--- config.mk ---
export PLATFORM = sky130hd
export DESIGN_NAME = spi_shifter
export DESIGN_NICKNAME = d
export VERILOG_FILES = /design/src/rtl/spi_pkg.sv /design/src/rtl/spi_bit_counter.sv /design/src/rtl/spi_shifter.sv
export SDC_FILE = /design/constraint.sdc
export NUM_CORES = 1
export LEC_CHECK = 0
export CAP_MARGIN = 20
export CORE_UTILIZATION = 45
export CTS_BUF_LIST = sky130_fd_sc_hd__clkbuf_8
export CTS_CLUSTER_SIZE = 28
export DETAILED_ROUTE_END_ITERATION = 12
export PLACE_DENSITY = 0.81
export SLEW_MARGIN = 20
export SYNTH_ARGS = -nofsm -noshare
export SYNTH_HDL_FRONTEND = slang
export SYNTH_HIERARCHICAL = 1
export SYNTH_SLANG_ARGS = --single-unit
--- constraint.sdc ---
create_clock -name clk -period 5.2 [get_ports clk]
set_clock_uncertainty 0.2 [all_clocks]
set_input_delay 1.04 -clock clk [delete_from_list [all_inputs] [get_ports clk]]
set_output_delay 1.04 -clock clk [all_outputs]
set_load 0.005 [all_outputs]
--- src/rtl/spi_pkg.sv ---
// Shared widths and mode encodings for the SPI serial data path.
package spi_pkg;

  localparam int unsigned DEF_DATA_W = 8;
  localparam int unsigned DEF_CNT_W  = $clog2(DEF_DATA_W);

  localparam logic CPHA_SAMPLE_LEAD  = 1'b0;
  localparam logic CPHA_SAMPLE_TRAIL = 1'b1;

  localparam logic DORD_MSB = 1'b0;
  localparam logic DORD_LSB = 1'b1;

endpackage

--- src/rtl/spi_bit_counter.sv ---
// Bit counter for the SPI frame: synchronous clear, enable, wraps at DATA_W-1.
module spi_bit_counter
  import spi_pkg::*;
#(
  parameter  int unsigned DATA_W = DEF_DATA_W,
  localparam int unsigned CNT_W  = $clog2(DATA_W)
) (
  input  logic             clk,
  input  logic             rst,
  input  logic             clr,
  input  logic             en,
  output logic [CNT_W-1:0] count
);

  localparam logic [CNT_W-1:0] LAST = CNT_W'(DATA_W - 1);

  always_ff @(posedge clk or negedge rst) begin
    if (!rst) begin
      count <= '0;
    end else if (clr) begin
      count <= '0;
    end else if (en) begin
      count <= (count == LAST) ? '0 : count + CNT_W'(1);
    end
  end

endmodule

--- src/rtl/spi_shifter.sv ---
// SPI data path: SPDR tx/rx buffers, shift register, serial out and write-collision flag.
module spi_shifter
  import spi_pkg::*;
#(
  parameter  int unsigned DATA_W = DEF_DATA_W,
  localparam int unsigned CNT_W  = $clog2(DATA_W)
) (
  input  logic              clk,
  input  logic              rst,
  input  logic              Shifter_en,
  input  logic              counter_enable,
  input  logic              SPDR_rd_en,
  input  logic              SPDR_wr_en,
  input  logic              sck_lead,
  input  logic              sck_trail,
  input  logic              CPHA,
  input  logic              DORD,
  input  logic              sdi,
  output logic              sdo,
  input  logic              cpu_wr,
  input  logic [DATA_W-1:0] cpu_wdata,
  input  logic              wcol_clr,
  output logic [DATA_W-1:0] spdr_rdata,
  output logic [CNT_W-1:0]  counter,
  output logic              WCOL
);

  logic [DATA_W-1:0] tx_buf;
  logic [DATA_W-1:0] rx_buf;
  logic [DATA_W-1:0] shift_reg;

  logic              wr_ok;
  logic              wr_reject;
  logic [DATA_W-1:0] preload_val;
  logic              sample_strobe;
  logic              drive_strobe;
  logic              sample_edge;
  logic              drive_edge;

  function automatic logic drive_bit(input logic [DATA_W-1:0] v, input logic dord);
    return (dord == DORD_LSB) ? v[0] : v[DATA_W-1];
  endfunction

  // Edge roles swap with CPHA; a coincident drive strobe is dropped in favour of sampling.
  always_comb begin
    wr_ok         = cpu_wr & ~Shifter_en;
    wr_reject     = cpu_wr & Shifter_en;
    preload_val   = wr_ok ? cpu_wdata : tx_buf;
    sample_strobe = (CPHA == CPHA_SAMPLE_TRAIL) ? sck_trail : sck_lead;
    drive_strobe  = (CPHA == CPHA_SAMPLE_TRAIL) ? sck_lead : sck_trail;
    sample_edge   = Shifter_en & ~SPDR_rd_en & sample_strobe;
    drive_edge    = Shifter_en & ~SPDR_rd_en & drive_strobe & ~sample_strobe;
  end

  always_ff @(posedge clk or negedge rst) begin
    if (!rst) begin
      tx_buf <= '0;
      WCOL   <= 1'b0;
    end else begin
      if (wr_ok) begin
        tx_buf <= cpu_wdata;
      end
      if (wr_reject) begin
        WCOL <= 1'b1;
      end else if (wr_ok || wcol_clr) begin
        WCOL <= 1'b0;
      end
    end
  end

  always_ff @(posedge clk or negedge rst) begin
    if (!rst) begin
      shift_reg <= '0;
      sdo       <= 1'b0;
    end else if (SPDR_rd_en) begin
      shift_reg <= preload_val;
      sdo       <= drive_bit(preload_val, DORD);
    end else begin
      if (sample_edge) begin
        shift_reg <= (DORD == DORD_LSB) ? {sdi, shift_reg[DATA_W-1:1]}
                                        : {shift_reg[DATA_W-2:0], sdi};
      end
      if (drive_edge) begin
        sdo <= drive_bit(shift_reg, DORD);
      end
    end
  end

  always_ff @(posedge clk or negedge rst) begin
    if (!rst) begin
      rx_buf <= '0;
    end else if (SPDR_wr_en) begin
      rx_buf <= shift_reg;
    end
  end

  assign spdr_rdata = rx_buf;

  spi_bit_counter #(
    .DATA_W (DATA_W)
  ) u_bit_counter (
    .clk   (clk),
    .rst   (rst),
    .clr   (SPDR_rd_en),
    .en    (sample_edge & counter_enable),
    .count (counter)
  );

endmodule

* After elaboration in Yosys (flattened, before gate mapping)
Cells that the tools add are included.
W data, S select, Z words.
** Storage, ports and cells
- Word-level logic and storage cells :: 38
- Memory bits (writable) :: 0
- Register bits after elaboration :: 29
- Output and inout port bits :: 13
- Memory bits (read-only) :: 0
- Bits of input ports :: 21
- Latch bits :: 0
- Memories :: 0
** Cells by class
- Reduce and logical (&&, ||, !) cells :: 5
- Multiply operators :: 0
- Divide/modulo/power cells :: 0
- Muxes and demuxes :: 15
- Add/subtract/negate cells :: 1
- Bitwise logic cells :: 10
- Eq/ne operators :: 1
- Shift-type cells :: 0
- Order comparisons :: 0
** Operators by type and width (number)
- $mux W8 :: 4
- $mux W3 :: 3
- $mux W1 :: 8
- $reduce_bool A2 Y1 :: 4
- $and A1 B1 Y1 :: 7
- $add A3 B1 Y3 const B :: 1
- $eq A3 B3 Y1 const B :: 1
- $not A1 Y1 :: 3
- $logic_or A1 B1 Y1 :: 1

* Logic depth before layout (Yosys ltp)
- Word-level depth :: 6
- Mapped depth :: 6

* Hierarchy
Netlist, hierarchy kept.
** By module, submodules not included
- spi_shifter :: sequential area each 650.6 um^2, cells each 91, instances 1, area each 1207.4 um^2
- spi_bit_counter :: sequential area each 75.1 um^2, cells each 12, instances 1, area each 151.4 um^2

* Worst setup path before layout
Ideal clock, no wire load.
- Kind :: input-to-reg
- Start :: input port SPDR_rd_en
- End :: register u_bit_counter.count[0]
- Stages on the path :: 6
- Setup slack :: 2552 ps
- Library setup time :: 73 ps
- Data arrival time :: 2375 ps
- Cells stage by stage :: clkbuf_1 > and3b_2 > clkbuf_1 > and2_1 > or3b_1 > a21oi_2
** Between the ends
- Longest elaborated chain between the ends :: 5
- Elaborated cells between the ends (all ways) :: 6
- Classes of those cells :: mux: 1; bitwise: 4; reduce/logical: 1
** Ends and longest elaborated chain
- start, declared :: line spi_shifter.sv:12 : input logic SPDR_rd_en,
- $not A1 Y1 :: line spi_shifter.sv:51 : sample_edge = Shifter_en & ~SPDR_rd_en & sample_strobe;
- $and A1 B1 Y1 (2 in a row) :: line spi_shifter.sv:51
- $and A1 B1 Y1 :: line spi_shifter.sv:105 : .en (sample_edge & counter_enable),
- $reduce_bool A2 Y1 (no source line)
- end signal, assigned :: line spi_bit_counter.sv:23 : count <= (count == LAST) ? '0 : count + CNT_W'(1);
- end, declared :: line spi_bit_counter.sv:12 : output logic [CNT_W-1:0] count
Parallel ways exist; a longest one is shown, timed or not.
A chain may end at the register's enable or synchronous reset.

* Final worst setup path
Same ends and word-level chain as after synthesis.

==> reports/results.ini <==
[status]
violations=DRC
status=finished with violations

[die]
dieArea_sq_mm=0.00324
core_sq_mm=0.00281
dieHeight_um=57.0
start_util_pct=48.4
rows=19
io_pins=34
die_w_um=57.0

[worst_setup_path]
cp.arrival_ps=3020
reg2reg_slack_ps=3520
rr_worst_depth=3
worst_path_largest_cell_delay_ps=770
path_cells=clkdlybuf4s50_1 > and3b_2 > and2_1 > or3b_1 > a21oi_2
startpoint_type=input pin
worst-setup-path-type=in -> reg
cp-end-kind=flop
cp.required_ps=5190
cp_max_fo=22
crit_slowest_cell=clkdlybuf4s50_1

[flow_run]
cap_violations=0

[layout]
antennaDiodeCount=0
drive_above_1_share_pct=26.8
fillerInstances=218
fin_nets=161
syn2layout_area_growth_pct=31.9
finalNonFillerCells=169

[clocking]
ctsHoldBuffers=0
cts_tree=built
cts_resized=0
cts.path.max_buffers=2
clkLatencyLatePin_ps=270
htreeDepth=2
cts_sinks=29
clk_pin_slew_ps=60
cts_buffers=5
cts.root.buffer_cell=clkbuf_8
cts_setup_buffers=0

[placement]
dp.final_hpwl_mm=1.96
routabilityCongestion=0.820
portBuffers=33
place_inst=162

[synthesis]
syn_area_per_cell_sq_um=13.2
syn-instance-count=103
syn_nets=126
ys_seq_elements=29
synth_cell_types=24
synthTopCellsByArea=dfrtp_1 (53%), mux2_2 (18%), mux2i_1 (2.9%)
synth_top_area_share_pct=53.4
synth_area_sq_mm=0.00136
yosysSeqAreaShare_pct=53.4
yosys_warnings=6
synth_top_area_cell=dfrtp_1

[detailed_routing]
antenna_left=0
drt_iter0_markers=34
num_vias=940
dr_wl_met2_mm=1.34
top_layer_used=met4
met3WireLength_um=163
dr.pass1.iters=8
drc_errors=7
routed_wirelength_mm=2.75
met1Wirelength_mm=1.17
wl_per_cell_um=16.2
vias_per_cell=5.56

[power_and_ir_drop]
vdd_drop_max_mv=0.206
p_leak_nw=0.775
power_density_mw_per_mm2=333

[sta]
setup_viol=0
clock.fmax_mhz=331
max_slew_margin_pct=53.5
hold_viol=0
finalCriticalPeriod_ps=3020
fin_crit_sh_pct=58.1
drv_slew=0
rsz0062_at_grt=no
fin_tns_setup_ps=0
tightest_slew_ps=696

[global_routing]
grt_pass1_wl_mm=4.65
grt_max_degree=30
antenna_found_initial=0
grt_pass1_vias=1031
grt_usage_pct=19.2
grt-ovfl-total=0

[min_path]
hold_path.class=reg -> reg
whs_path_depth=1

==> critical path: cells and delay by family <==
| family | cells | cell delay [ps] |
|---|---|---|
| AO/OA/AOI/OAI | 1 | 120 |
| buffers and inverters | 1 | 770 |
| AND/OR/NAND/NOR | 3 | 1080 |
==> layout by cell type (no fill, tap or decap), types with 2 or more instances in the layout <==
master	n
a221o_1	2
a22oi_1	5
clkbuf_8	6
clkdlybuf4s50_1	33
dfrtp_1	29
ha_1	2
mux2_2	22
mux2_4	2
mux2i_1	4
nand2_1	5
nand2b_1	2
nand3b_1	2
nor2_1	6
o21ai_0	6
==> power by group <==
part           internal [mW]  switching, mW  leakage (nW)
registers              0.263         0.0234         0.355
clock network          0.103         0.0753        0.0485
logic                 0.0867         0.0461         0.371
total                  0.452          0.145         0.775
==> path summary, 6_finish.rpt <==
| check | from | to |
|---|---|---|
| min in group asynchronous | rst | WCOL |
| min | WCOL | WCOL |
| max in group asynchronous | rst | u_bit_counter/count[2] |
| max | SPDR_rd_en | u_bit_counter/count[0] |
| min reg2reg | WCOL | WCOL |
| max reg2reg | tx_buf[0] | sdo |
==> synthesized netlist by cell type (all sizes together) <==
cell and instances:
nor2 6, dfrtp 29, nor3b 1, ha 2
nand2b 3, and2 1, mux4 1, o21ai 6
nand2 5, a221o 3, and3b 1, a22o 1
a21oi 2, mux2 24, clkbuf 5, mux2i 4
a22oi 5, buf 1, nand3b 2, or3b 1
==> cell type report <==
class,instances,area [sq um],area share (%)
flip-flops and latches,29,726,40.5
multi-input cells,68,603,33.7
repair buffers,34,338,18.9
clock buffers,6,82.6,4.61
well taps,31,38.8,2.16
clock inverters,1,3.75,0.209
==> routing by layer <==
layer	GRT usage, %	vias to the layer above
li1	-	443
met1	25.1	456
met5	0	-
met4	10.1	0
met3	5.67	9
met2	29.2	32
==> stage by stage <==
stage | utilization, % | hold WS (ps) | cell area, sq um | power [mW] | worst slack, ps
3_3_place_gp | 60.8 | 286 | 1710 | 0.418 | 1970
3_5_place_dp | 60.8 | 284 | 1710 | 0.423 | 1910
5_1_grt | 63.9 | 310 | 1790 | 0.630 | 2060
6_report | 63.9 | 298 | 1790 | 0.597 | 2180
2_1_floorplan | - | 271 | 1360 | 0.351 | 2550
4_1_cts | 63.9 | 303 | 1790 | 0.604 | 2200
==> kinds of logic (layout without fill, tap and decap cells) <==
logic type | Yosys count | count (layout) | share of synthesized area (%)
AOI/OAI and AO/OA | 17 | 17 | 9.02
and+or+nand+nor | 20 | 20 | 8.47
buffers and inverters | 6 | 41 | 2.21
DFF | 29 | 29 | 53.4
muxes | 29 | 29 | 25.0
adders and majority gates | 2 | 2 | 1.84
Power figures use the tool's default switching activity.
==> edit: new RTL, config.mk and constraints unchanged <==
Make the reset (`rst`) synchronous in 4 clocked blocks.
--- a/src/rtl/spi_bit_counter.sv
+++ b/src/rtl/spi_bit_counter.sv
@@ -16,3 +16,3 @@
 
-  always_ff @(posedge clk or negedge rst) begin
+  always_ff @(posedge clk) begin
     if (!rst) begin
--- a/src/rtl/spi_shifter.sv
+++ b/src/rtl/spi_shifter.sv
@@ -54,3 +54,3 @@
 
-  always_ff @(posedge clk or negedge rst) begin
+  always_ff @(posedge clk) begin
     if (!rst) begin
@@ -70,3 +70,3 @@
 
-  always_ff @(posedge clk or negedge rst) begin
+  always_ff @(posedge clk) begin
     if (!rst) begin
@@ -88,3 +88,3 @@
 
-  always_ff @(posedge clk or negedge rst) begin
+  always_ff @(posedge clk) begin
     if (!rst) begin
Behaviour: differs if rst is asserted again (counterexample within 4 cycles, from zero or initial values and one cycle with rst low); with rst held inactive, the same outputs for 10 cycles.
==> edit against the unedited design <==
The flow still finishes with violations (design-rule violations); wire length increased by 6.4%; die area up 2.1%; sequential cell count is the same; setup slack improved by 0.10 ns; synthesized cell count rose by 34%; critical path depth grew 1; synthesized area rose by 2.2%; design area increased by 0.35%; critical endpoint is now u_bit_counter/count[0].
Power is not compared: it rests on default switching activity, and its combinational part moved more than twofold at a synthesized area within 25%.
==> edit: results (changes against the unedited design) <==
Critical path
  • Worst Path Arrival: 2.94 ns (was 3.02 ns)
  • CP peak stage delay: 0.51 ns (was 0.77 ns)
  • Cell family with most CP delay: buffers and inverters (was simple AND/OR/NAND/NOR gates)
  • Worst-path fanout max: 17 (was 22)
  • Crit-path slowest cell: clkdlybuf4s50_1 (unchanged)

Detailed routing
  • DRC Markers: 2 (was 7)
  • Drt initial violations: 33 (was 34)
  • Final WL: 2.92 mm (was 2.75 mm)
  • Detailed-route via count: 1098 (was 940)
  • Vias per inst: 5.44 (was 5.56)
  • First-pass detailed-route iteration total: 8 (unchanged)

Clock tree
  • Post-CTS sizing: 0 (unchanged)
  • CTS clk-pin slew, worst paths: 0.06 ns (about the same)
  • Clock latency on the worst-skew pair: 0.28 ns
  • CTS Buffer Depth: 2 (unchanged)
  • Root Driver: clkbuf_8 (unchanged)
  • Cts bufs inserted: 5 (unchanged)
  • Post-CTS Repair Setup Buffers: 0 (unchanged)
  • H-tree levels: 2 (unchanged)

Run status
  • Status: finished, violations left (unchanged)
  • Failing checks: design-rule violations (unchanged)

Logic synthesis
  • Synth cell count leaders: dfxtp_1, mux2i_1, nor2b_1 (was dfrtp_1, mux2_2, nor2_1, o21ai_0)
  • Sequential fraction of the synthesis area: 41.8% (was 53.4%)
  • Synth top area share: 41.8% (was 53.4%)
  • Top FF cell, synth: dfxtp_1 (was dfrtp_1)
  • Post-synth cell types: 31 (was 24)
  • Top cells by area, synth: dfxtp_1, mux2i_1, nor2b_1, o21a_1, and3_1 (was dfrtp_1, mux2_2, mux2i_1, a22oi_1, o21ai_0)
  • Post-synthesis mux area share: 19.1% (was 25.0%)
  • Synth Net Count: 161 (was 126)
  • Synthesis Warnings: 6 (unchanged)
  • Post-synthesis instance total: 138 (was 103)
  • XOR/XNOR Fraction of Synth Area: 0% (unchanged)
  • Post-synth ARST share: 0% (was 100%)
  • Area fraction in compound gates after synthesis: 10.7% (was 9.02%)
  • Synth Area in Adders: 1.80% (was 1.84%)

GRT
  • Vias in the first global route: 1012 (was 1031)
  • First-pass GRT wire length: 4.73 mm (was 4.65 mm)
  • Overall routing resource usage: 19.4% (was 19.2%)
  • Initial antenna violation count: 0 (unchanged)
  • Largest net degree at the start of global routing: 29 (was 30)

Power
  • Static Leakage: about 0.00075 uW
  • Max VDD drop: between 0.15 and 0.2 mV

Cells and area
  • Fill count: 242 (was 218)
  • Final nets: 193 (was 161)
  • Share of cells above drive strength 1: 8.19% (was 26.8%)
  • ANT cells: 0 (unchanged)

Placement
  • Hpwl dp: 2.11 mm (was 1.96 mm)
  • Gpl congestion: 0.791 (was 0.820)
  • Buffers added on ports: 33 (unchanged)

Worst hold path
  • Hold Crit Class: reg -> reg (unchanged)

STA
  • Worst Tran Pin Value: 0.821 ns (was 0.696 ns)
edit: cell types whose count changed after synthesis, sizes merged, moves of 4 or more:
cell   delta
mux2i    +21
dfrtp    -29
a22oi     -5
o21a      +6
nor2b    +15
and3      +7
o21ai     -5
dfxtp    +29
mux2     -23
buf       +4
o22ai     +6
edit: metrics by stage:
stage	instance area (um2)	setup slack (ns)	util (%)	power [uW]
finish	1800	2.28	63.6	476
CTS	1800	2.30	63.6	478
floorplan	1390	2.88	-	276
global placement	1720	2.08	60.6	302
global route	1800	2.18	63.6	494
detailed placement	1720	2.01	60.6	305
edit: power breakdown:
part | switching, uW | leakage, uW | internal, uW
registers | 5.46 | 0.000236 | 231
logic | 26.9 | 0.000464 | 36.9
clock network | 85.4 | 0.0000491 | 90.4
total | 118 | 0.000749 | 358
edit: routing by layer:
metal / vias to the layer above / track usage, % / share of wire [%]
met5: - / 0 / 0
met3: 7 / 5.67 / 5.3
met4: 0 / 10.5 / 2.0
met1: 508 / 24.9 / 49
met2: 28 / 29.4 / 44
li1: 555 / - / -
edit: final timing paths:
path / startpoint / endpoint / slack, ns / depth (start not counted)
max: SPDR_rd_en / u_bit_counter/count[0] / 2.28 / 6
min: sdo / sdo / 0.27 / 2
min reg2reg: sdo / sdo / 0.27 / 2
max reg2reg: u_bit_counter/count[0] / u_bit_counter/count[0] / 3.74 / 4
edit: cell type report:
class	count	area [um2]	area share [%]
Tap cell	31	38.8	2.16
Sequential cell	29	581	32.3
Inverter	1	3.75	0.209
Clock buffer	5	68.8	3.83
Multi-Input combinational cell	100	762	42.4
Timing Repair Buffer	33	330	18.4
Clock inverter	3	13.8	0.765
edit: worst register-to-register path, cell delays in order, from the launching register on:
cell and delay, ns:
dfxtp_1 0.33, ha_1 0.21, ha_1 0.18, or3b_1 0.36
a21oi_2 0.11
